### src/rtl/voice_bank_ctrl_pkg.sv
// voice_bank_ctrl_pkg
//   Shared definitions for the voice bank controller: config-word field
//   offsets, the per-voice envelope state encoding and status-word bit
//   offsets. Imported by voice_bank_ctrl and env_step.
package voice_bank_ctrl_pkg;

  // Config word: [31] cfg, [30:24] tune, [23:16] attack, [15:8] decay,
  // [7:1] note, [0] gate
  localparam int unsigned CFG_BIT    = 31;
  localparam int unsigned TUNE_LSB   = 24;
  localparam int unsigned TUNE_W     = 7;
  localparam int unsigned ATTACK_LSB = 16;
  localparam int unsigned DECAY_LSB  = 8;
  localparam int unsigned RATE_W     = 8;
  localparam int unsigned NOTE_LSB   = 1;
  localparam int unsigned NOTE_W     = 7;
  localparam int unsigned GATE_BIT   = 0;

  // Status word: [31] overrun, [9:8] state, [ENV_W-1:0] level
  localparam int unsigned ST_OVR_BIT   = 31;
  localparam int unsigned ST_STATE_LSB = 8;

  typedef enum logic [1:0] {
    ENV_OFF     = 2'd0,
    ENV_ATTACK  = 2'd1,
    ENV_HOLD    = 2'd2,
    ENV_RELEASE = 2'd3
  } env_state_t;

  // Stored voice configuration; packs exactly onto config word bits [30:0]
  typedef struct packed {
    logic [TUNE_W-1:0] tune;
    logic [RATE_W-1:0] attack;
    logic [RATE_W-1:0] decay;
    logic [NOTE_W-1:0] note;
    logic              gate;
  } voice_cfg_t;

endpackage

### src/rtl/voice_bank_ctrl_env_step.sv
// env_step
//   Combinational next-state/next-level computation for one voice visit.
//   Ports:
//     state_in, level_in   current envelope state and level
//     trig                 pending trigger (forces ATTACK from current level)
//     gate                 current gate bit
//     attack, decay        per-visit rates (0 = jump to max / to zero)
//     state_out, level_out values to store for this voice
module env_step
  import voice_bank_ctrl_pkg::*;
#(
  parameter int unsigned ENV_W = 8
) (
  input  logic [1:0]       state_in,
  input  logic [ENV_W-1:0] level_in,
  input  logic             trig,
  input  logic             gate,
  input  logic [7:0]       attack,
  input  logic [7:0]       decay,
  output logic [1:0]       state_out,
  output logic [ENV_W-1:0] level_out
);

  localparam int unsigned SW = ((ENV_W > 8) ? ENV_W : 8) + 1;
  localparam logic [ENV_W-1:0] LVL_MAX = '1;

  env_state_t      st;
  logic [SW-1:0]   sum;

  always_comb begin
    st = env_state_t'(state_in);
    if (trig) st = ENV_ATTACK;
    // A closed gate moves ATTACK/HOLD into RELEASE and the release step is
    // applied within the same visit.
    if ((st == ENV_ATTACK || st == ENV_HOLD) && !gate) st = ENV_RELEASE;

    sum       = SW'(level_in) + SW'(attack);
    state_out = st;
    level_out = level_in;

    case (st)
      ENV_ATTACK: begin
        if (attack == '0 || sum >= SW'(LVL_MAX)) begin
          level_out = LVL_MAX;
          state_out = ENV_HOLD;
        end else begin
          level_out = sum[ENV_W-1:0];
        end
      end
      ENV_RELEASE: begin
        if (decay == '0 || SW'(level_in) <= SW'(decay)) begin
          level_out = '0;
          state_out = ENV_OFF;
        end else begin
          level_out = level_in - ENV_W'(decay);
        end
      end
      default: ;
    endcase
  end

endmodule

### src/rtl/voice_bank_ctrl.sv
// voice_bank_ctrl
//   Register bank of NUM_VOICES voice configs plus a time-multiplexed
//   envelope engine that sweeps one voice per cycle on each sample_tick.
//   Optional feature macro: VOICE_BANK_STATUS_READ_EN (status reads return
//   overrun/state/level and clear overrun; otherwise they return 0).
//   Ports:
//     clk, rst            clock, synchronous active-high reset
//     addr                MSB=0 config register, MSB=1 status register
//     data_in, wen, ren   write data and held access strobes
//     data_out, ready     read data (valid while ready) and access done
//     sample_tick         envelope sweep request
//     note_out, tune_out, env_out, gate_out  packed per-voice outputs
module voice_bank_ctrl
  import voice_bank_ctrl_pkg::*;
#(
  parameter int unsigned NUM_VOICES = 8,
  parameter int unsigned ENV_W      = 8
) (
  input  logic                        clk,
  input  logic                        rst,
  input  logic [$clog2(NUM_VOICES):0] addr,
  input  logic [31:0]                 data_in,
  input  logic                        wen,
  input  logic                        ren,
  output logic [31:0]                 data_out,
  output logic                        ready,
  input  logic                        sample_tick,
  output logic [NUM_VOICES*7-1:0]     note_out,
  output logic [NUM_VOICES*7-1:0]     tune_out,
  output logic [NUM_VOICES*ENV_W-1:0] env_out,
  output logic [NUM_VOICES-1:0]       gate_out
);

  localparam int unsigned AW = $clog2(NUM_VOICES) + 1;
  localparam logic [AW-1:0] IDX_MASK = AW'((1 << (AW - 1)) - 1);

  voice_cfg_t      cfg_r   [NUM_VOICES];
  env_state_t      state_r [NUM_VOICES];
  logic [ENV_W-1:0] level_r [NUM_VOICES];
  logic [NUM_VOICES-1:0] trig_r;

  logic        busy;
  logic [4:0]  vcnt;
  logic        overrun;
  logic        ready_q;
  logic [31:0] rdata_q;

  logic        strobe, first, sel_status, in_range, ovr_clr;
  int unsigned idx;
  logic [31:0] rd_word;
  voice_cfg_t  rd_cfg;

  logic [1:0]       vis_state, nxt_state;
  logic [ENV_W-1:0] vis_level, nxt_level;
  logic             vis_trig, vis_gate;
  logic [7:0]       vis_attack, vis_decay;

  assign strobe     = wen | ren;
  assign first      = strobe & ~ready_q;
  assign sel_status = addr[AW-1];
  assign idx        = 32'(addr & IDX_MASK);
  assign in_range   = idx < NUM_VOICES;

  assign ready    = ready_q & strobe;
  assign data_out = ready ? rdata_q : '0;

  // Engine visit mux
  always_comb begin
    vis_state  = state_r[0];
    vis_level  = level_r[0];
    vis_trig   = trig_r[0];
    vis_gate   = cfg_r[0].gate;
    vis_attack = cfg_r[0].attack;
    vis_decay  = cfg_r[0].decay;
    for (int unsigned v = 0; v < NUM_VOICES; v++) begin
      if (32'(vcnt) == v) begin
        vis_state  = state_r[v];
        vis_level  = level_r[v];
        vis_trig   = trig_r[v];
        vis_gate   = cfg_r[v].gate;
        vis_attack = cfg_r[v].attack;
        vis_decay  = cfg_r[v].decay;
      end
    end
  end

  env_step #(.ENV_W(ENV_W)) u_env_step (
    .state_in  (vis_state),
    .level_in  (vis_level),
    .trig      (vis_trig),
    .gate      (vis_gate),
    .attack    (vis_attack),
    .decay     (vis_decay),
    .state_out (nxt_state),
    .level_out (nxt_level)
  );

`ifdef VOICE_BANK_STATUS_READ_EN
  env_state_t       rd_state;
  logic [ENV_W-1:0] rd_level;
`endif

  // CPU read mux
  always_comb begin
    rd_cfg = cfg_r[0];
`ifdef VOICE_BANK_STATUS_READ_EN
    rd_state = state_r[0];
    rd_level = level_r[0];
`endif
    for (int unsigned v = 0; v < NUM_VOICES; v++) begin
      if (idx == v) begin
        rd_cfg = cfg_r[v];
`ifdef VOICE_BANK_STATUS_READ_EN
        rd_state = state_r[v];
        rd_level = level_r[v];
`endif
      end
    end

    rd_word = '0;
    ovr_clr = 1'b0;
    if (!sel_status) begin
      if (in_range) rd_word = {1'b0, rd_cfg};
    end else begin
`ifdef VOICE_BANK_STATUS_READ_EN
      ovr_clr = first & ren;
      if (in_range) begin
        rd_word[ENV_W-1:0]           = rd_level;
        rd_word[ST_STATE_LSB +: 2]   = rd_state;
        rd_word[ST_OVR_BIT]          = overrun;
      end
`endif
    end
  end

  always_ff @(posedge clk) begin
    if (rst) begin
      for (int unsigned v = 0; v < NUM_VOICES; v++) begin
        cfg_r[v]   <= '0;
        state_r[v] <= ENV_OFF;
        level_r[v] <= '0;
      end
      trig_r  <= '0;
      busy    <= 1'b0;
      vcnt    <= '0;
      overrun <= 1'b0;
      ready_q <= 1'b0;
      rdata_q <= '0;
    end else begin
      ready_q <= strobe;

      if (busy) begin
        for (int unsigned v = 0; v < NUM_VOICES; v++) begin
          if (32'(vcnt) == v) begin
            state_r[v] <= env_state_t'(nxt_state);
            level_r[v] <= nxt_level;
            trig_r[v]  <= 1'b0;
          end
        end
        if (32'(vcnt) == NUM_VOICES - 1) begin
          busy <= 1'b0;
          vcnt <= '0;
        end else begin
          vcnt <= vcnt + 5'd1;
        end
      end else if (sample_tick) begin
        busy <= 1'b1;
        vcnt <= '0;
      end

      // A dropped tick sets overrun even in the cycle a status read clears it
      overrun <= (overrun & ~ovr_clr) | (busy & sample_tick);

      // The visit above used the pre-write config; a trigger set here is
      // placed after the visit's clear so it survives.
      if (first && wen && !sel_status && in_range) begin
        for (int unsigned v = 0; v < NUM_VOICES; v++) begin
          if (idx == v) begin
            if (data_in[CFG_BIT]) begin
              cfg_r[v] <= voice_cfg_t'(data_in[CFG_BIT-1:0]);
            end else begin
              cfg_r[v].note <= data_in[NOTE_LSB +: NOTE_W];
              cfg_r[v].gate <= data_in[GATE_BIT];
            end
            if (data_in[GATE_BIT]) trig_r[v] <= 1'b1;
          end
        end
      end

      if (first && ren) rdata_q <= rd_word;
    end
  end

  always_comb begin
    note_out = '0;
    tune_out = '0;
    env_out  = '0;
    gate_out = '0;
    for (int unsigned v = 0; v < NUM_VOICES; v++) begin
      note_out[v*7 +: 7]         = cfg_r[v].note;
      tune_out[v*7 +: 7]         = cfg_r[v].tune;
      env_out[v*ENV_W +: ENV_W]  = level_r[v];
      gate_out[v]                = cfg_r[v].gate;
    end
  end

endmodule
### config.mk
export PLATFORM = sky130hd
export DESIGN_NAME = voice_bank_ctrl
export DESIGN_NICKNAME = d
export VERILOG_FILES = /design/src/rtl/voice_bank_ctrl_pkg.sv /design/src/rtl/voice_bank_ctrl_env_step.sv /design/src/rtl/voice_bank_ctrl.sv
export SDC_FILE = /design/constraint.sdc
export NUM_CORES = 1
export LEC_CHECK = 0
export CAP_MARGIN = 20
export CORE_MARGIN = 10
export CORE_UTILIZATION = 35
export CTS_CLUSTER_DIAMETER = 100
export DETAILED_ROUTE_END_ITERATION = 8
export PLACE_DENSITY = 0.51
export SYNTH_ARGS = -nofsm -noshare
export SYNTH_HDL_FRONTEND = slang
export SYNTH_SLANG_ARGS = --single-unit
export TNS_END_PERCENT = 30
### constraint.sdc
create_clock -name clk -period 7.4 [get_ports clk]
set_input_delay 1.85 -clock clk [delete_from_list [all_inputs] [get_ports clk]]
set_output_delay 1.85 -clock clk [all_outputs]
set_load 0.03 [all_outputs]
==> flow_summary.html, run 1 <==
<table>
<tr><th>Metric</th><th>Value</th></tr>
<tr><th colspan="2">Clock network</th></tr>
<tr><td>Post CTS Setup Buffer Count</td><td>0</td></tr>
<tr><td># hold bufs at CTS</td><td>0</td></tr>
<tr><td>Root Buffer</td><td>sky130_fd_sc_hd__clkbuf_16</td></tr>
<tr><td>Clock input transition at the sequential cells of the worst setup and hold paths</td><td>0.06 ns</td></tr>
<tr><td>Number of sinks driven by the clock tree</td><td>around 370</td></tr>
<tr><td>Source-to-sink clock delay at the later pin of the worst-skew pair</td><td>0.59 ns</td></tr>
<tr><td>H-Tree Level Count</td><td>2</td></tr>
<tr><td># resized after CTS</td><td>0</td></tr>
<tr><td>Clock buffer count from CTS</td><td>44</td></tr>
<tr><td>CTS tree</td><td>yes</td></tr>
<tr><td>Clock Path Buffers</td><td>3</td></tr>
<tr><th colspan="2">Detailed routing</th></tr>
<tr><td>Post-route ant nets</td><td>0</td></tr>
<tr><td>Average wire length per cell after detail routing</td><td>27.4 um</td></tr>
<tr><td>Total wirelength of the detailed-routed design</td><td>between 80 and 90 mm</td></tr>
<tr><td>Via density per instance</td><td>5.74</td></tr>
<tr><td>Routed via count</td><td>16900</td></tr>
<tr><td>TritonRoute pass-1 iters</td><td>6</td></tr>
<tr><td>Count of unresolved DRC violations after routing</td><td>0</td></tr>
<tr><td>1st-iter DRT viols</td><td>1839</td></tr>
<tr><th colspan="2">Synth</th></tr>
<tr><td>Proportion of netlist area held by the largest area contributor</td><td>0.483</td></tr>
<tr><td>Most common flop cell mapped by yosys</td><td>sky130_fd_sc_hd__edfxtp_1</td></tr>
<tr><td>Dominant cell by count in the synthesized netlist</td><td>sky130_fd_sc_hd__nor2_1</td></tr>
<tr><td>Post-synth top cells</td><td>sky130_fd_sc_hd__nor2_1, sky130_fd_sc_hd__edfxtp_1, sky130_fd_sc_hd__a21oi_1</td></tr>
<tr><td>Count of warnings emitted by yosys</td><td>0</td></tr>
<tr><td>Post-Syn Area per Cell</td><td>between 9 and 10 sq um</td></tr>
<tr><td>Mapped cell area</td><td>20400 sq um</td></tr>
<tr><td>Async set or reset register ratio after synthesis</td><td>0</td></tr>
<tr><td>Sequential-to-total area share from yosys stat</td><td>0.529</td></tr>
<tr><td>Synth Register Bits</td><td>374</td></tr>
<tr><td>Cells after synthesis</td><td>2048</td></tr>
<tr><td>Post-synth net total</td><td>about 2100</td></tr>
<tr><td>Cell type contributing the most total cell area after synthesis</td><td>sky130_fd_sc_hd__edfxtp_1</td></tr>
<tr><td>Dominant cells by area after synthesis</td><td>sky130_fd_sc_hd__edfxtp_1, sky130_fd_sc_hd__nor2_1, sky130_fd_sc_hd__dfxtp_1</td></tr>
<tr><td>Count of flip-flops with a built-in enable after synthesis</td><td>328</td></tr>
<tr><td>Cell variety after synth</td><td>88</td></tr>
<tr><th colspan="2">STA</th></tr>
<tr><td>Total count of hold-check failures in the final report</td><td>0</td></tr>
<tr><td>Final critical-path required period</td><td>5.98 ns</td></tr>
<tr><td>Max-slew violation count</td><td>0</td></tr>
<tr><td>Worst hold-check slack</td><td>0.451 ns</td></tr>
<tr><td>Final setup violation count</td><td>0</td></tr>
<tr><td>Setup repair after global routing missed its margin</td><td>no</td></tr>
<tr><td>Slew at the pin with the worst max-slew slack</td><td>1.23 ns</td></tr>
<tr><td>Worst clock skew</td><td>around 0.03 ns</td></tr>
<tr><td>Worst relative slew slack</td><td>0.179</td></tr>
<tr><td>Setup TNS after final layout</td><td>0 ns</td></tr>
<tr><td>Max Clock Freq</td><td>~170 MHz</td></tr>
<tr><td>Period utilization</td><td>0.809</td></tr>
<tr><th colspan="2">GRT</th></tr>
<tr><td>Global-route wire length before repair</td><td>117 mm</td></tr>
<tr><td>Via count of the first global-routing pass</td><td>approximately 17000</td></tr>
<tr><td>Met1 demand-to-capacity share in global routing</td><td>0.295</td></tr>
<tr><td>Maximum number of pins on one net before global-route repair</td><td>66</td></tr>
<tr><td>Most congested layer reported by global routing</td><td>met2</td></tr>
<tr><td>Met3 track utilization from global routing</td><td>0.0461</td></tr>
<tr><td>Total routing usage reported by global routing</td><td>0.229</td></tr>
<tr><td>Gr ovfl total</td><td>0</td></tr>
<tr><td>Number of antenna violations at the first check in global routing</td><td>4</td></tr>
<tr><td>Met2 track demand over resource</td><td>0.377</td></tr>
<tr><th colspan="2">Run status</th></tr>
<tr><td>Status</td><td>finished, final reports clean</td></tr>
<tr><th colspan="2">Floorplanning</th></tr>
<tr><td>Number of primary I/O pins</td><td>about 260</td></tr>
<tr><td>Effective utilization at floorplan</td><td>0.353</td></tr>
<tr><td>Width of the chip</td><td>261 um</td></tr>
<tr><td>Std cell rows</td><td>88</td></tr>
<tr><td>Core Footprint</td><td>57700 sq um</td></tr>
<tr><td>Die area</td><td>around 68000 sq um</td></tr>
<tr><td>Die Span Y</td><td>261 um</td></tr>
<tr><th colspan="2">Setup path</th></tr>
<tr><td>Type of element launching the critical path</td><td>flop</td></tr>
<tr><td>Signal arrival time at the worst endpoint</td><td>6.31 ns</td></tr>
<tr><td>Cells traversed along the worst timing path</td><td>ha_1, buf_4, or2_2, nand2_1, nand2_1, a2111oi_0, nor3_1, ha_1, nand4_1, nor2_1, nand3_1, o311ai_2, xnor2_1, nor4b_2, a41o_4, a221oi_4, nor2_1</td></tr>
<tr><td>Crit path kind</td><td>flop to flop</td></tr>
<tr><td>Crit-path slowest cell</td><td>sky130_fd_sc_hd__a2111oi_0</td></tr>
<tr><td>Stage delay of the slowest cell on the critical path</td><td>0.95 ns</td></tr>
<tr><td>Largest driver fanout on the critical path</td><td>22</td></tr>
<tr><td>Type of element capturing the critical path</td><td>flop</td></tr>
<tr><td>Data required time of the worst path</td><td>7.73 ns</td></tr>
<tr><th colspan="2">Placement</th></tr>
<tr><td>HPWL after DPL</td><td>54.9 mm</td></tr>
<tr><td>Placer's final routability congestion estimate</td><td>0.890</td></tr>
<tr><td>Number of buffers inserted by port buffering</td><td>256</td></tr>
<tr><td>Post-Place Cell Area</td><td>around 23000 sq um</td></tr>
<tr><th colspan="2">Cells and area</th></tr>
<tr><td>Antenna cell count</td><td>0</td></tr>
<tr><td>Number of nets at the end of the flow</td><td>roughly 2200</td></tr>
<tr><td>Cell area after layout</td><td>about 24000 sq um</td></tr>
<tr><td>Area delta synth-&gt;final</td><td>19.7%</td></tr>
<tr><td>Fraction of layout cells with a size suffix above 1</td><td>0.0807</td></tr>
<tr><th colspan="2">Pwr</th></tr>
<tr><td>Peak ir drop on the vdd network</td><td>0.139 mV</td></tr>
<tr><td>Leakage power figure</td><td>0.00893 uW</td></tr>
<tr><td>Power per cell area</td><td>233 nW/um^2</td></tr>
<tr><th colspan="2">Job</th></tr>
<tr><td>Max-cap violations</td><td>0</td></tr>
<tr><th colspan="2">Min path</th></tr>
<tr><td>Hold/Removal Path Class</td><td>flop to flop</td></tr>
</table>
[layout make-up]
cell class	instances	area, sq um
Inverter	58	218
Tap cell	765	957
Sequential cell	374	10800
Timing Repair Buffer	311	2960
Clock buffer	60	1260
Multi-Input combinational cell	1357	8010
Fill cell	5591	33300
Clock inverter	21	218
[placed cells by master (no fill, tap or decap), types with 8 or more instances in the layout]
master | netlist | layout
sky130_fd_sc_hd__a21oi_1 | 150 | 150
sky130_fd_sc_hd__edfxtp_1 | 328 | 328
sky130_fd_sc_hd__a211oi_1 | 26 | 26
sky130_fd_sc_hd__a222oi_1 | 9 | 9
sky130_fd_sc_hd__or2_2 | 11 | 11
sky130_fd_sc_hd__nor3_1 | 18 | 18
sky130_fd_sc_hd__buf_4 | 121 | 57
sky130_fd_sc_hd__or3_1 | 10 | 10
sky130_fd_sc_hd__mux2i_1 | 36 | 36
sky130_fd_sc_hd__nand3_1 | 16 | 15
sky130_fd_sc_hd__a21o_1 | 9 | 9
sky130_fd_sc_hd__nand2_1 | 142 | 140
sky130_fd_sc_hd__o221ai_1 | 38 | 38
sky130_fd_sc_hd__clkbuf_16 | 0 | 46
sky130_fd_sc_hd__ha_1 | 18 | 18
sky130_fd_sc_hd__and3_1 | 15 | 15
sky130_fd_sc_hd__o22a_1 | 23 | 23
sky130_fd_sc_hd__nor2b_1 | 35 | 34
sky130_fd_sc_hd__a31oi_1 | 12 | 12
sky130_fd_sc_hd__clkbuf_1 | 118 | 8
sky130_fd_sc_hd__dfxtp_1 | 46 | 46
sky130_fd_sc_hd__nor2_1 | 336 | 336
sky130_fd_sc_hd__nand2b_1 | 52 | 52
sky130_fd_sc_hd__inv_1 | 57 | 57
sky130_fd_sc_hd__xnor2_1 | 12 | 11
sky130_fd_sc_hd__o21ai_0 | 75 | 75
sky130_fd_sc_hd__o211ai_1 | 22 | 22
sky130_fd_sc_hd__o22ai_1 | 66 | 66
sky130_fd_sc_hd__a22oi_1 | 15 | 15
sky130_fd_sc_hd__clkdlybuf4s50_1 | 0 | 252
sky130_fd_sc_hd__and2_1 | 76 | 76
[sequential cells by signal, summed over array words and instances (netlist names)]
register / flops
state_r: 16
rdata_q: 31
level_r: 64
ready_q: 1
trig_r: 8
cfg_r: 248
busy: 1
vcnt: 5
[per-layer routing]
metal | up-vias | share of wire | routed length (um)
met5 | - | 0.00056 | 45
met4 | 6 | 0.032 | 2600
met3 | 165 | 0.082 | 6650
met2 | 822 | 0.48 | 38500
met1 | 8386 | 0.41 | 33100
li1 | 7522 | - | -
[power by group]
| part | leakage (uW) | switching (uW) | total (uW) | internal (uW) |
|---|---|---|---|---|
| clock network | 0.000724 | 918 | 2250 | 1340 |
| logic | 0.00437 | 639 | 971 | 332 |
| registers | 0.00383 | 64.9 | 2460 | 2400 |
| total | 0.00893 | 1620 | 5690 | 4060 |
[final timing paths]
path              slack (ns)              to   startpoint  depth (start not counted)
setup / recovery        1.42  level_r[0][10]      vcnt[0]                         17
hold / removal          0.45     rdata_q[20]  rdata_q[20]                          2
setup reg to reg        1.42  level_r[0][10]      vcnt[0]                         17
hold reg to reg         0.45     rdata_q[20]  rdata_q[20]                          2
[per-stage QoR]
stage	instances	total power (uW)	setup WS (ns)	utilization
after CTS	2946	5700	1.61	0.423
final	2946	5690	1.42	0.423
after global routing	2946	5860	1.23	0.423
after global placement	2865	3470	1.66	0.397
after detailed placement	2865	3470	1.62	0.397
after floorplan	2048	3110	2.40	-
[logic make-up after synthesis]
kind of cell,count (synthesis),share of synthesized area
flops,374,0.529
fa+ha+maj,21,0.0135
xor+xnor,15,0.00645
buf+inv,317,0.0812
compound gates,531,0.176
other cells,1,0.000184
simple gates,750,0.174
mux,39,0.0193
[critical path, delay by kind of cell (launching register included)]
| kind | cells | cell delay (ns) |
|---|---|---|
| xor+xnor | 1 | 0.22 |
| flops | 1 | 0.37 |
| buf+inv | 1 | 0.32 |
| fa+ha+maj | 2 | 0.84 |
| compound gates | 4 | 1.89 |
| simple gates | 9 | 2.02 |
No activity file was read; power rests on OpenSTA's default activity.
==> run 2: changes to the inputs <==
--- a/config.mk
+++ b/config.mk
@@ -10,7 +10,7 @@
 export CORE_UTILIZATION = 35
 export CTS_CLUSTER_DIAMETER = 100
 export DETAILED_ROUTE_END_ITERATION = 8
-export PLACE_DENSITY = 0.51
+export PLACE_DENSITY = 0.53
 export SYNTH_ARGS = -nofsm -noshare
 export SYNTH_HDL_FRONTEND = slang
 export SYNTH_SLANG_ARGS = --single-unit
==> constraint.sdc (replaced) <==
create_clock -name clk -period 4.88 [get_ports clk]
set_input_delay 1.22 -clock clk [delete_from_list [all_inputs] [get_ports clk]]
set_output_delay 1.22 -clock clk [all_outputs]
set_load 0.03 [all_outputs]
==> run 2 against run 1 <==
  * Final area increased by 4.7%
  * Sequential power grew 52%
  * Combinational power grew 72%
  * Clock skew down 0.0052 ns
  * Flip-flop and latch count did not move
  * Core utilization up 2.0 points
  * Fmax rose by 27%
  * Total power is 52% higher
  * Die area unchanged
  * Final cell count increased by 3.6%
  * Highest routed layer unchanged
==> flow_summary.html, run 2 (synthesis results as in run 1) <==
<table>
<tr><th>Metric</th><th>Value</th></tr>
<tr><th colspan="2">Clock network</th></tr>
<tr><td>Source-to-sink clock delay at the later pin of the worst-skew pair</td><td>0.59 ns (about the same)</td></tr>
<tr><td>Clock Path Buffers</td><td>3 (unchanged)</td></tr>
<tr><td>Root Buffer</td><td>sky130_fd_sc_hd__clkbuf_16</td></tr>
<tr><td>Clock buffer count from CTS</td><td>44 (unchanged)</td></tr>
<tr><td>H-Tree Level Count</td><td>2 (unchanged)</td></tr>
<tr><td>CTS tree</td><td>yes</td></tr>
<tr><td>Clock input transition at the sequential cells of the worst setup and hold paths</td><td>0.06 ns (about the same)</td></tr>
<tr><td>Number of sinks driven by the clock tree</td><td>374 (unchanged)</td></tr>
<tr><th colspan="2">Cells and area</th></tr>
<tr><td>Most frequent cells in the layout</td><td>sky130_fd_sc_hd__nor2_1, sky130_fd_sc_hd__edfxtp_1, sky130_fd_sc_hd__clkdlybuf4s50_1, sky130_fd_sc_hd__buf_4, sky130_fd_sc_hd__a21oi_1</td></tr>
<tr><td>Number of nets at the end of the flow</td><td>2316 (+4.9%)</td></tr>
<tr><td>Antenna cell count</td><td>0 (unchanged)</td></tr>
<tr><td>Share of the core filled with cells in the final layout</td><td>0.443 (+0.0198)</td></tr>
<tr><td>Largest register by flop count</td><td>cfg_r</td></tr>
<tr><td>Area delta synth-&gt;final</td><td>25.3%</td></tr>
<tr><td>Registers with the highest flip-flop counts</td><td>cfg_r x248, level_r x64, rdata_q x31</td></tr>
<tr><td>Fraction of layout cells with a size suffix above 1</td><td>0.139 (+0.0579)</td></tr>
<tr><td>Number of flip-flops under the largest register name</td><td>248 (unchanged)</td></tr>
<tr><td>Most common library cell in the layout ignoring fill and taps</td><td>sky130_fd_sc_hd__nor2_1</td></tr>
<tr><td>Final standard cell count with taps included and fillers excluded</td><td>3052 (+3.6%)</td></tr>
<tr><td>Count of filler cells inserted in the layout</td><td>5514 (-1.4%)</td></tr>
<tr><th colspan="2">Floorplanning</th></tr>
<tr><td>Effective utilization at floorplan</td><td>0.353 (unchanged)</td></tr>
<tr><td>Std cell rows</td><td>88 (unchanged)</td></tr>
<tr><td>Die Span Y</td><td>261 um (unchanged)</td></tr>
<tr><td>Width of the chip</td><td>261 um (unchanged)</td></tr>
<tr><td>Die area</td><td>68300 sq um (unchanged)</td></tr>
<tr><td>Core Footprint</td><td>57700 sq um (unchanged)</td></tr>
<tr><td>Number of primary I/O pins</td><td>258 (unchanged)</td></tr>
<tr><th colspan="2">Setup path</th></tr>
<tr><td>Crit-path slowest cell</td><td>sky130_fd_sc_hd__a2111oi_0</td></tr>
<tr><td>Largest driver fanout on the critical path</td><td>20 (-9.1%)</td></tr>
<tr><td>Crit path kind</td><td>flop to flop</td></tr>
<tr><td>Depth of the worst register-to-register path</td><td>19 (+2)</td></tr>
<tr><td>Stage delay of the slowest cell on the critical path</td><td>0.46 ns (-0.49 ns)</td></tr>
<tr><td>Type of element capturing the critical path</td><td>flop</td></tr>
<tr><td>Signal arrival time at the worst endpoint</td><td>5.14 ns (-1.17 ns)</td></tr>
<tr><td>Cells traversed along the worst timing path</td><td>buf_4, ha_1, buf_12, or2_2, nand2_1, nand2_1, a2111oi_0, buf_4, nor3_1, ha_1, nand4_1, o311ai_2, xnor2_2, nor4b_4, a41o_4, buf_4, a21boi_2, buf_4, nor2_1</td></tr>
<tr><td>Data required time of the worst path</td><td>5.31 ns (-2.42 ns)</td></tr>
<tr><td>Most frequent cell on the critical path</td><td>sky130_fd_sc_hd__buf_4</td></tr>
<tr><td>Type of element launching the critical path</td><td>flop</td></tr>
<tr><td>Worst R2R Setup Slack</td><td>0.17 ns (-1.25 ns)</td></tr>
<tr><th colspan="2">Detailed routing</th></tr>
<tr><td>DR top layer</td><td>met5</td></tr>
<tr><td>1st-iter DRT viols</td><td>1898 (+3.2%)</td></tr>
<tr><td>Met1 layer wirelength in the final routing</td><td>32.9 mm (-0.64%)</td></tr>
<tr><td>Routed via count</td><td>17600 (+3.9%)</td></tr>
<tr><td>Via density per instance</td><td>5.75 (+0.25%)</td></tr>
<tr><td>Met3 Wirelength</td><td>7.28 mm (+9.5%)</td></tr>
<tr><td>Total wirelength of the detailed-routed design</td><td>82.1 mm (+1.6%)</td></tr>
<tr><td>TritonRoute pass-1 iters</td><td>8 (+2)</td></tr>
<tr><td>Count of unresolved DRC violations after routing</td><td>0 (unchanged)</td></tr>
<tr><td>Average wire length per cell after detail routing</td><td>26.9 um (-2.0%)</td></tr>
<tr><td>Post-route ant nets</td><td>0 (unchanged)</td></tr>
<tr><td>Met2 Wirelength</td><td>39.2 mm (+1.9%)</td></tr>
<tr><th colspan="2">Pwr</th></tr>
<tr><td>Peak ir drop on the vdd network</td><td>0.200 mV (+43%)</td></tr>
<tr><td>Power per cell area</td><td>339 nW/um^2 (+45%)</td></tr>
<tr><td>Leakage power figure</td><td>0.00954 uW (+6.8%)</td></tr>
<tr><th colspan="2">STA</th></tr>
<tr><td>Total count of hold-check failures in the final report</td><td>0 (unchanged)</td></tr>
<tr><td>Final setup violation count</td><td>0 (unchanged)</td></tr>
<tr><td>Slew at the pin with the worst max-slew slack</td><td>1.10 ns (-0.128 ns)</td></tr>
<tr><td>Worst clock skew</td><td>0.0251 ns (-0.00517 ns)</td></tr>
<tr><td>Period utilization</td><td>0.965 (+0.157)</td></tr>
<tr><td>Final critical-path required period</td><td>4.71 ns (-1.27 ns)</td></tr>
<tr><td>Max-slew violation count</td><td>0 (unchanged)</td></tr>
<tr><td>Max Clock Freq</td><td>212 MHz (+27%)</td></tr>
<tr><td>Worst relative slew slack</td><td>0.269 (+0.0894)</td></tr>
<tr><th colspan="2">GRT</th></tr>
<tr><td>Global-route wire length before repair</td><td>118 mm (+0.66%)</td></tr>
<tr><td>Total routing usage reported by global routing</td><td>0.231 (+0.00131)</td></tr>
<tr><td>Maximum number of pins on one net before global-route repair</td><td>76 (+15%)</td></tr>
<tr><td>Via count of the first global-routing pass</td><td>17400 (+2.3%)</td></tr>
<tr><td>Number of antenna violations at the first check in global routing</td><td>4 (unchanged)</td></tr>
<tr><td>Gr ovfl total</td><td>0 (unchanged)</td></tr>
<tr><th colspan="2">Placement</th></tr>
<tr><td>Number of buffers inserted by port buffering</td><td>256 (unchanged)</td></tr>
<tr><td>Placer's final routability congestion estimate</td><td>0.914 (+2.6%)</td></tr>
<tr><td>HPWL after DPL</td><td>56.8 mm (+3.5%)</td></tr>
<tr><td>Number of placed cells counting well taps</td><td>2963 (+3.4%)</td></tr>
<tr><th colspan="2">Min path</th></tr>
<tr><td>Hold/Removal Path Class</td><td>flop to flop</td></tr>
<tr><td>Number of stages on the worst hold path</td><td>2 (unchanged)</td></tr>
<tr><th colspan="2">Run status</th></tr>
<tr><td>Status</td><td>finished, final reports clean</td></tr>
<tr><th colspan="2">Job</th></tr>
<tr><td>Max-cap violations</td><td>0 (unchanged)</td></tr>
</table>
run 2: changes by cell type in the layout (fill, tap and decap cells not counted), sizes merged:
cell,delta
bufinv,-2
clkinv,-1
buf,+116
clkdlybuf4s50,-8
clkbuf,+1
run 2: layout make-up:
type                            count  area [sq um]  share of cell area
Clock inverter                     18           156             0.00612
Clock buffer                       60          1240              0.0486
Inverter                           58           218             0.00852
Timing Repair Buffer              420          4060               0.159
Tap cell                          765           957              0.0375
Sequential cell                   374         10800               0.422
Multi-Input combinational cell   1357          8140               0.319
run 2: repair_timing:
action	in CTS	in global routing
endpoints found under the hold margin	0	0
gates cloned	0	1
resized for setup	4	40
pin swaps	1	15
buffers inserted	1	9
hold buffers	0	0
setup endpoints to repair	48	80
run 2: metrics by stage:
stage	total power (uW)	hold slack, ns	worst slack (ns)	setup TNS [ns]	area [sq um]
floorplan	4720	0.429	0.0199	0	20400
global placement	5380	0.440	-0.0227	-0.153	23900
detailed placement	5400	0.446	-0.117	-2.20	23900
CTS	8630	0.454	0.00849	0	25300
global route	8920	0.469	-0.0525	-0.509	25500
finish	8660	0.450	0.169	0	25500
run 2: critical path, delay by kind of cell (launching register included):
kind                     cells  cell delay [ns]
adder cells (fa/ha/maj)      2             0.69
AO/OA/AOI/OAI                4             1.17
flip-flops                   1             0.33
AND/OR/NAND/NOR              7             1.30
XOR/XNOR                     1             0.14
buffers and inverters        5             0.89
run 2: where the power goes:
part	switching, uW	total, uW	internal (uW)
registers	107	3740	3640
logic	1020	1670	657
clock network	1360	3250	1880
run 2: final timing paths:
check | to | from
max reg2reg | level_r[0][25] | vcnt[0]
max | level_r[0][25] | vcnt[0]
min | rdata_q[27] | rdata_q[27]
min reg2reg | rdata_q[27] | rdata_q[27]
run 2: routing by layer:
layer / GRT usage / vias up
li1: - / 7724
met3: 0.0471 / 195
met2: 0.386 / 907
met1: 0.295 / 8719
met5: 0 / -
met4: 0.0740 / 8
==> run 3: changes to the inputs <==
--- a/config.mk
+++ b/config.mk
@@ -8,7 +8,8 @@
 export CAP_MARGIN = 20
 export CORE_MARGIN = 10
 export CORE_UTILIZATION = 35
-export CTS_CLUSTER_DIAMETER = 100
+export CTS_CLUSTER_DIAMETER = 200
+export CTS_CLUSTER_SIZE = 28
 export DETAILED_ROUTE_END_ITERATION = 8
 export PLACE_DENSITY = 0.53
 export SYNTH_ARGS = -nofsm -noshare
==> run 3 against run 2 <==
  * Sequential share of layout area up 1.5 points
  * Largest power group unchanged
  * Critical endpoint is now level_r[0][4]
  * Combinational power about the same
  * Count of clock-buffer cells in the layout down 32
  * Global-route usage is 0.31 points lower
  * Via count shrank 0.95%
  * Fmax rose by 0.30%
  * Critical path depth is 1 lower
  * Clock power is 46% lower
==> flow_summary.html, run 3 (synthesis results as in run 1) <==
<table>
<tr><th>Metric</th><th>Value</th></tr>
<tr><th colspan="2">Floorplanning</th></tr>
<tr><td>Width of the chip</td><td>261 um (unchanged)</td></tr>
<tr><td>Std cell rows</td><td>88 (unchanged)</td></tr>
<tr><td>Die area</td><td>68300 sq um (unchanged)</td></tr>
<tr><td>Number of primary I/O pins</td><td>258 (unchanged)</td></tr>
<tr><td>Effective utilization at floorplan</td><td>0.353 (unchanged)</td></tr>
<tr><td>Die Span Y</td><td>261 um (unchanged)</td></tr>
<tr><td>Core Footprint</td><td>57700 sq um (unchanged)</td></tr>
<tr><th colspan="2">Detailed routing</th></tr>
<tr><td>1st-iter DRT viols</td><td>1988 (+4.7%)</td></tr>
<tr><td>Total wirelength of the detailed-routed design</td><td>81.2 mm (-1.1%)</td></tr>
<tr><td>Via density per instance</td><td>5.79 (+0.60%)</td></tr>
<tr><td>Count of unresolved DRC violations after routing</td><td>0 (unchanged)</td></tr>
<tr><td>Routed via count</td><td>17400 (-0.95%)</td></tr>
<tr><td>Post-route ant nets</td><td>0 (unchanged)</td></tr>
<tr><td>TritonRoute pass-1 iters</td><td>8 (unchanged)</td></tr>
<tr><td>Average wire length per cell after detail routing</td><td>27.0 um (+0.44%)</td></tr>
<tr><th colspan="2">Placement</th></tr>
<tr><td>Placer's final routability congestion estimate</td><td>0.914 (unchanged)</td></tr>
<tr><td>Post-Place Cell Area</td><td>23900 sq um (unchanged)</td></tr>
<tr><td>HPWL after DPL</td><td>56.8 mm (unchanged)</td></tr>
<tr><td>Post-placement worst setup slack</td><td>-0.117 ns (unchanged)</td></tr>
<tr><td>Number of buffers inserted by port buffering</td><td>256 (unchanged)</td></tr>
<tr><td>Number of placed cells counting well taps</td><td>2963 (unchanged)</td></tr>
<tr><th colspan="2">Cells and area</th></tr>
<tr><td>Registers with the highest flip-flop counts</td><td>cfg_r x248, level_r x64, rdata_q x31</td></tr>
<tr><td>Count of filler cells inserted in the layout</td><td>5603 (+1.6%)</td></tr>
<tr><td>Most frequent cells in the layout</td><td>sky130_fd_sc_hd__nor2_1, sky130_fd_sc_hd__edfxtp_1, sky130_fd_sc_hd__clkdlybuf4s50_1, sky130_fd_sc_hd__buf_4, sky130_fd_sc_hd__a21oi_1</td></tr>
<tr><td>Number of nets at the end of the flow</td><td>2288 (-1.2%)</td></tr>
<tr><td>Fraction of layout cells with a size suffix above 1</td><td>0.121 (-0.0180)</td></tr>
<tr><td>Area delta synth-&gt;final</td><td>20.9%</td></tr>
<tr><td>Largest register by flop count</td><td>cfg_r</td></tr>
<tr><td>Most common library cell in the layout ignoring fill and taps</td><td>sky130_fd_sc_hd__nor2_1</td></tr>
<tr><td>Cell area after layout</td><td>24600 sq um (-3.5%)</td></tr>
<tr><td>Final standard cell count with taps included and fillers excluded</td><td>3005 (-1.5%)</td></tr>
<tr><td>Number of flip-flops under the largest register name</td><td>248 (unchanged)</td></tr>
<tr><th colspan="2">Min path</th></tr>
<tr><td>Hold/Removal Path Class</td><td>flop to flop</td></tr>
<tr><th colspan="2">Clock network</th></tr>
<tr><td>Clock Path Buffers</td><td>3 (unchanged)</td></tr>
<tr><td>CTS tree</td><td>yes</td></tr>
<tr><td>Number of sinks driven by the clock tree</td><td>374 (unchanged)</td></tr>
<tr><td>H-Tree Level Count</td><td>1 (-1)</td></tr>
<tr><td>Source-to-sink clock delay at the later pin of the worst-skew pair</td><td>0.57 ns (-0.02 ns)</td></tr>
<tr><td>Clock input transition at the sequential cells of the worst setup and hold paths</td><td>0.12 ns (+0.06 ns)</td></tr>
<tr><td>Root Buffer</td><td>sky130_fd_sc_hd__clkbuf_16</td></tr>
<tr><td>Clock buffer count from CTS</td><td>17 (-61%)</td></tr>
<tr><th colspan="2">GRT</th></tr>
<tr><td>Gr ovfl total</td><td>0 (unchanged)</td></tr>
<tr><td>Maximum number of pins on one net before global-route repair</td><td>76 (unchanged)</td></tr>
<tr><td>Number of antenna violations at the first check in global routing</td><td>3 (-1)</td></tr>
<tr><td>Total routing usage reported by global routing</td><td>0.228 (-0.00309)</td></tr>
<tr><td>Global-route wire length before repair</td><td>116 mm (-0.90%)</td></tr>
<tr><td>Via count of the first global-routing pass</td><td>17200 (-1.2%)</td></tr>
<tr><th colspan="2">Setup path</th></tr>
<tr><td>Data required time of the worst path</td><td>5.20 ns (-0.11 ns)</td></tr>
<tr><td>Type of element capturing the critical path</td><td>flop</td></tr>
<tr><td>Worst R2R Setup Slack</td><td>0.18 ns (about the same)</td></tr>
<tr><td>Endpoint of the lowest-slack register-to-register path</td><td>level_r[0][4]</td></tr>
<tr><td>Crit path kind</td><td>flop to flop</td></tr>
<tr><td>Startpoint of the most critical setup path</td><td>vcnt[1]</td></tr>
<tr><td>Largest driver fanout on the critical path</td><td>15 (-25%)</td></tr>
<tr><td>Depth of the worst register-to-register path</td><td>18 (-1)</td></tr>
<tr><td>Reg-to-Reg Start</td><td>vcnt[1]</td></tr>
<tr><td>Type of element launching the critical path</td><td>flop</td></tr>
<tr><td>Critical Path Sink</td><td>level_r[0][4]</td></tr>
<tr><td>Signal arrival time at the worst endpoint</td><td>5.02 ns (-0.12 ns)</td></tr>
<tr><th colspan="2">STA</th></tr>
<tr><td>Max-slew violation count</td><td>0 (unchanged)</td></tr>
<tr><td>Worst relative slew slack</td><td>0.273 (+0.00393)</td></tr>
<tr><td>Final setup violation count</td><td>0 (unchanged)</td></tr>
<tr><td>Total count of hold-check failures in the final report</td><td>0 (unchanged)</td></tr>
<tr><td>Slew at the pin with the worst max-slew slack</td><td>1.09 ns (-0.00589 ns)</td></tr>
<tr><td>Final critical-path required period</td><td>4.70 ns (-0.0142 ns)</td></tr>
<tr><td>Worst clock skew</td><td>0.0344 ns (+0.00933 ns)</td></tr>
<tr><td>Max Clock Freq</td><td>213 MHz (+0.30%)</td></tr>
<tr><td>Crit path setup slack, layout</td><td>0.183 ns (+0.0142 ns)</td></tr>
<tr><td>Period utilization</td><td>0.962 (-0.00291)</td></tr>
<tr><th colspan="2">Pwr</th></tr>
<tr><td>Peak ir drop on the vdd network</td><td>0.208 mV (+4.2%)</td></tr>
<tr><td>Combinational cell fraction of total power</td><td>0.233 (+0.040)</td></tr>
<tr><td>Switching component of the power</td><td>2190 uW (-12%)</td></tr>
<tr><td>Switching Share</td><td>0.306 (+0.0191)</td></tr>
<tr><td>Int Power</td><td>4970 uW (-20%)</td></tr>
<tr><td>Power per cell area</td><td>291 nW/um^2 (-14%)</td></tr>
<tr><td>Register share of total power</td><td>0.521 (+0.089)</td></tr>
<tr><td>Clk network pwr share</td><td>0.245 (-0.130)</td></tr>
<tr><td>Leakage power figure</td><td>0.00908 uW (-4.8%)</td></tr>
<tr><th colspan="2">Job</th></tr>
<tr><td>Max-cap violations</td><td>0 (unchanged)</td></tr>
<tr><th colspan="2">Run status</th></tr>
<tr><td>Status</td><td>finished, final reports clean</td></tr>
</table>
-- run 3: layer usage --
layer | vias to the layer above | part of all wire | GRT usage
met5 | - | 0.00020 | 0
met4 | 4 | 0.032 | 0.0697
met3 | 171 | 0.085 | 0.0358
met2 | 932 | 0.48 | 0.386
met1 | 8627 | 0.40 | 0.294
li1 | 7653 | - | -
-- run 3: worst min path at each step --
stage	startpoint	slack, ns	end	cells after the start
3_5_place_dp	rdata_q[13]	0.45	rdata_q[13]	2
4_1_cts	rdata_q[13]	0.46	rdata_q[13]	2
5_1_grt	rdata_q[27]	0.48	rdata_q[27]	2
3_3_place_gp	rdata_q[30]	0.44	rdata_q[30]	2
2_1_floorplan	trig_r[5]	0.43	trig_r[5]	2
6_report	rdata_q[27]	0.46	rdata_q[27]	2
-- run 3: critical path: stages, from the launching register on --
cell and delay, ns:
sky130_fd_sc_hd__dfxtp_2 0.37, sky130_fd_sc_hd__inv_2 0.08, sky130_fd_sc_hd__ha_1 0.29, sky130_fd_sc_hd__buf_12 0.21
sky130_fd_sc_hd__nor2b_1 0.10, sky130_fd_sc_hd__nor2_1 0.63, sky130_fd_sc_hd__a2bb2oi_1 0.21, sky130_fd_sc_hd__a211oi_1 0.07
sky130_fd_sc_hd__a211o_1 0.30, sky130_fd_sc_hd__ha_1 0.34, sky130_fd_sc_hd__nand3_1 0.07, sky130_fd_sc_hd__or2_2 0.30
sky130_fd_sc_hd__a211o_1 0.27, sky130_fd_sc_hd__a211oi_4 0.32, sky130_fd_sc_hd__nor3_2 0.13, sky130_fd_sc_hd__a222oi_1 0.35
sky130_fd_sc_hd__a21boi_2 0.23, sky130_fd_sc_hd__buf_4 0.15, sky130_fd_sc_hd__nor2_1 0.05
-- run 3: through the flow --
step           power, uW  setup TNS [ns]  utilization  hold WS, ns
2_1_floorplan       4720               0            -        0.429
3_3_place_gp        5380          -0.153        0.414        0.440
3_5_place_dp        5400           -2.20        0.414        0.446
4_1_cts             7120               0        0.423        0.461
5_1_grt             7400          -0.156        0.427        0.478
6_report            7160               0        0.427        0.458
-- run 3: what timing repair did --
item	4_1_cts	5_1_grt
buffers inserted	1	8
cloned	0	1
pin swaps	1	14
gates resized for setup	6	39
hold buffers	0	0
setup endpoints to repair	48	80
endpoints found under the hold margin	0	0
-- run 3: final cells by class --
class                   instances  area [sq um]  share of cell area
repair buffers                419          4050               0.164
clock inverters                 2          28.8             0.00117
diodes                          2          5.00            0.000203
inverters                      58           218             0.00884
flip-flops and latches        374         10800               0.437
multi-input cells            1357          8140               0.330
well taps                     765           957              0.0389
clock buffers                  28           467              0.0189
-- run 3: power groups by stage --
stage	registers, uW	clock network, uW	logic [uW]
finish	3730	1760	1670
detailed placement	3810	0	1600
floorplan	3830	0	881
CTS	3730	1780	1610
global route	3750	1870	1780
global placement	3810	0	1580
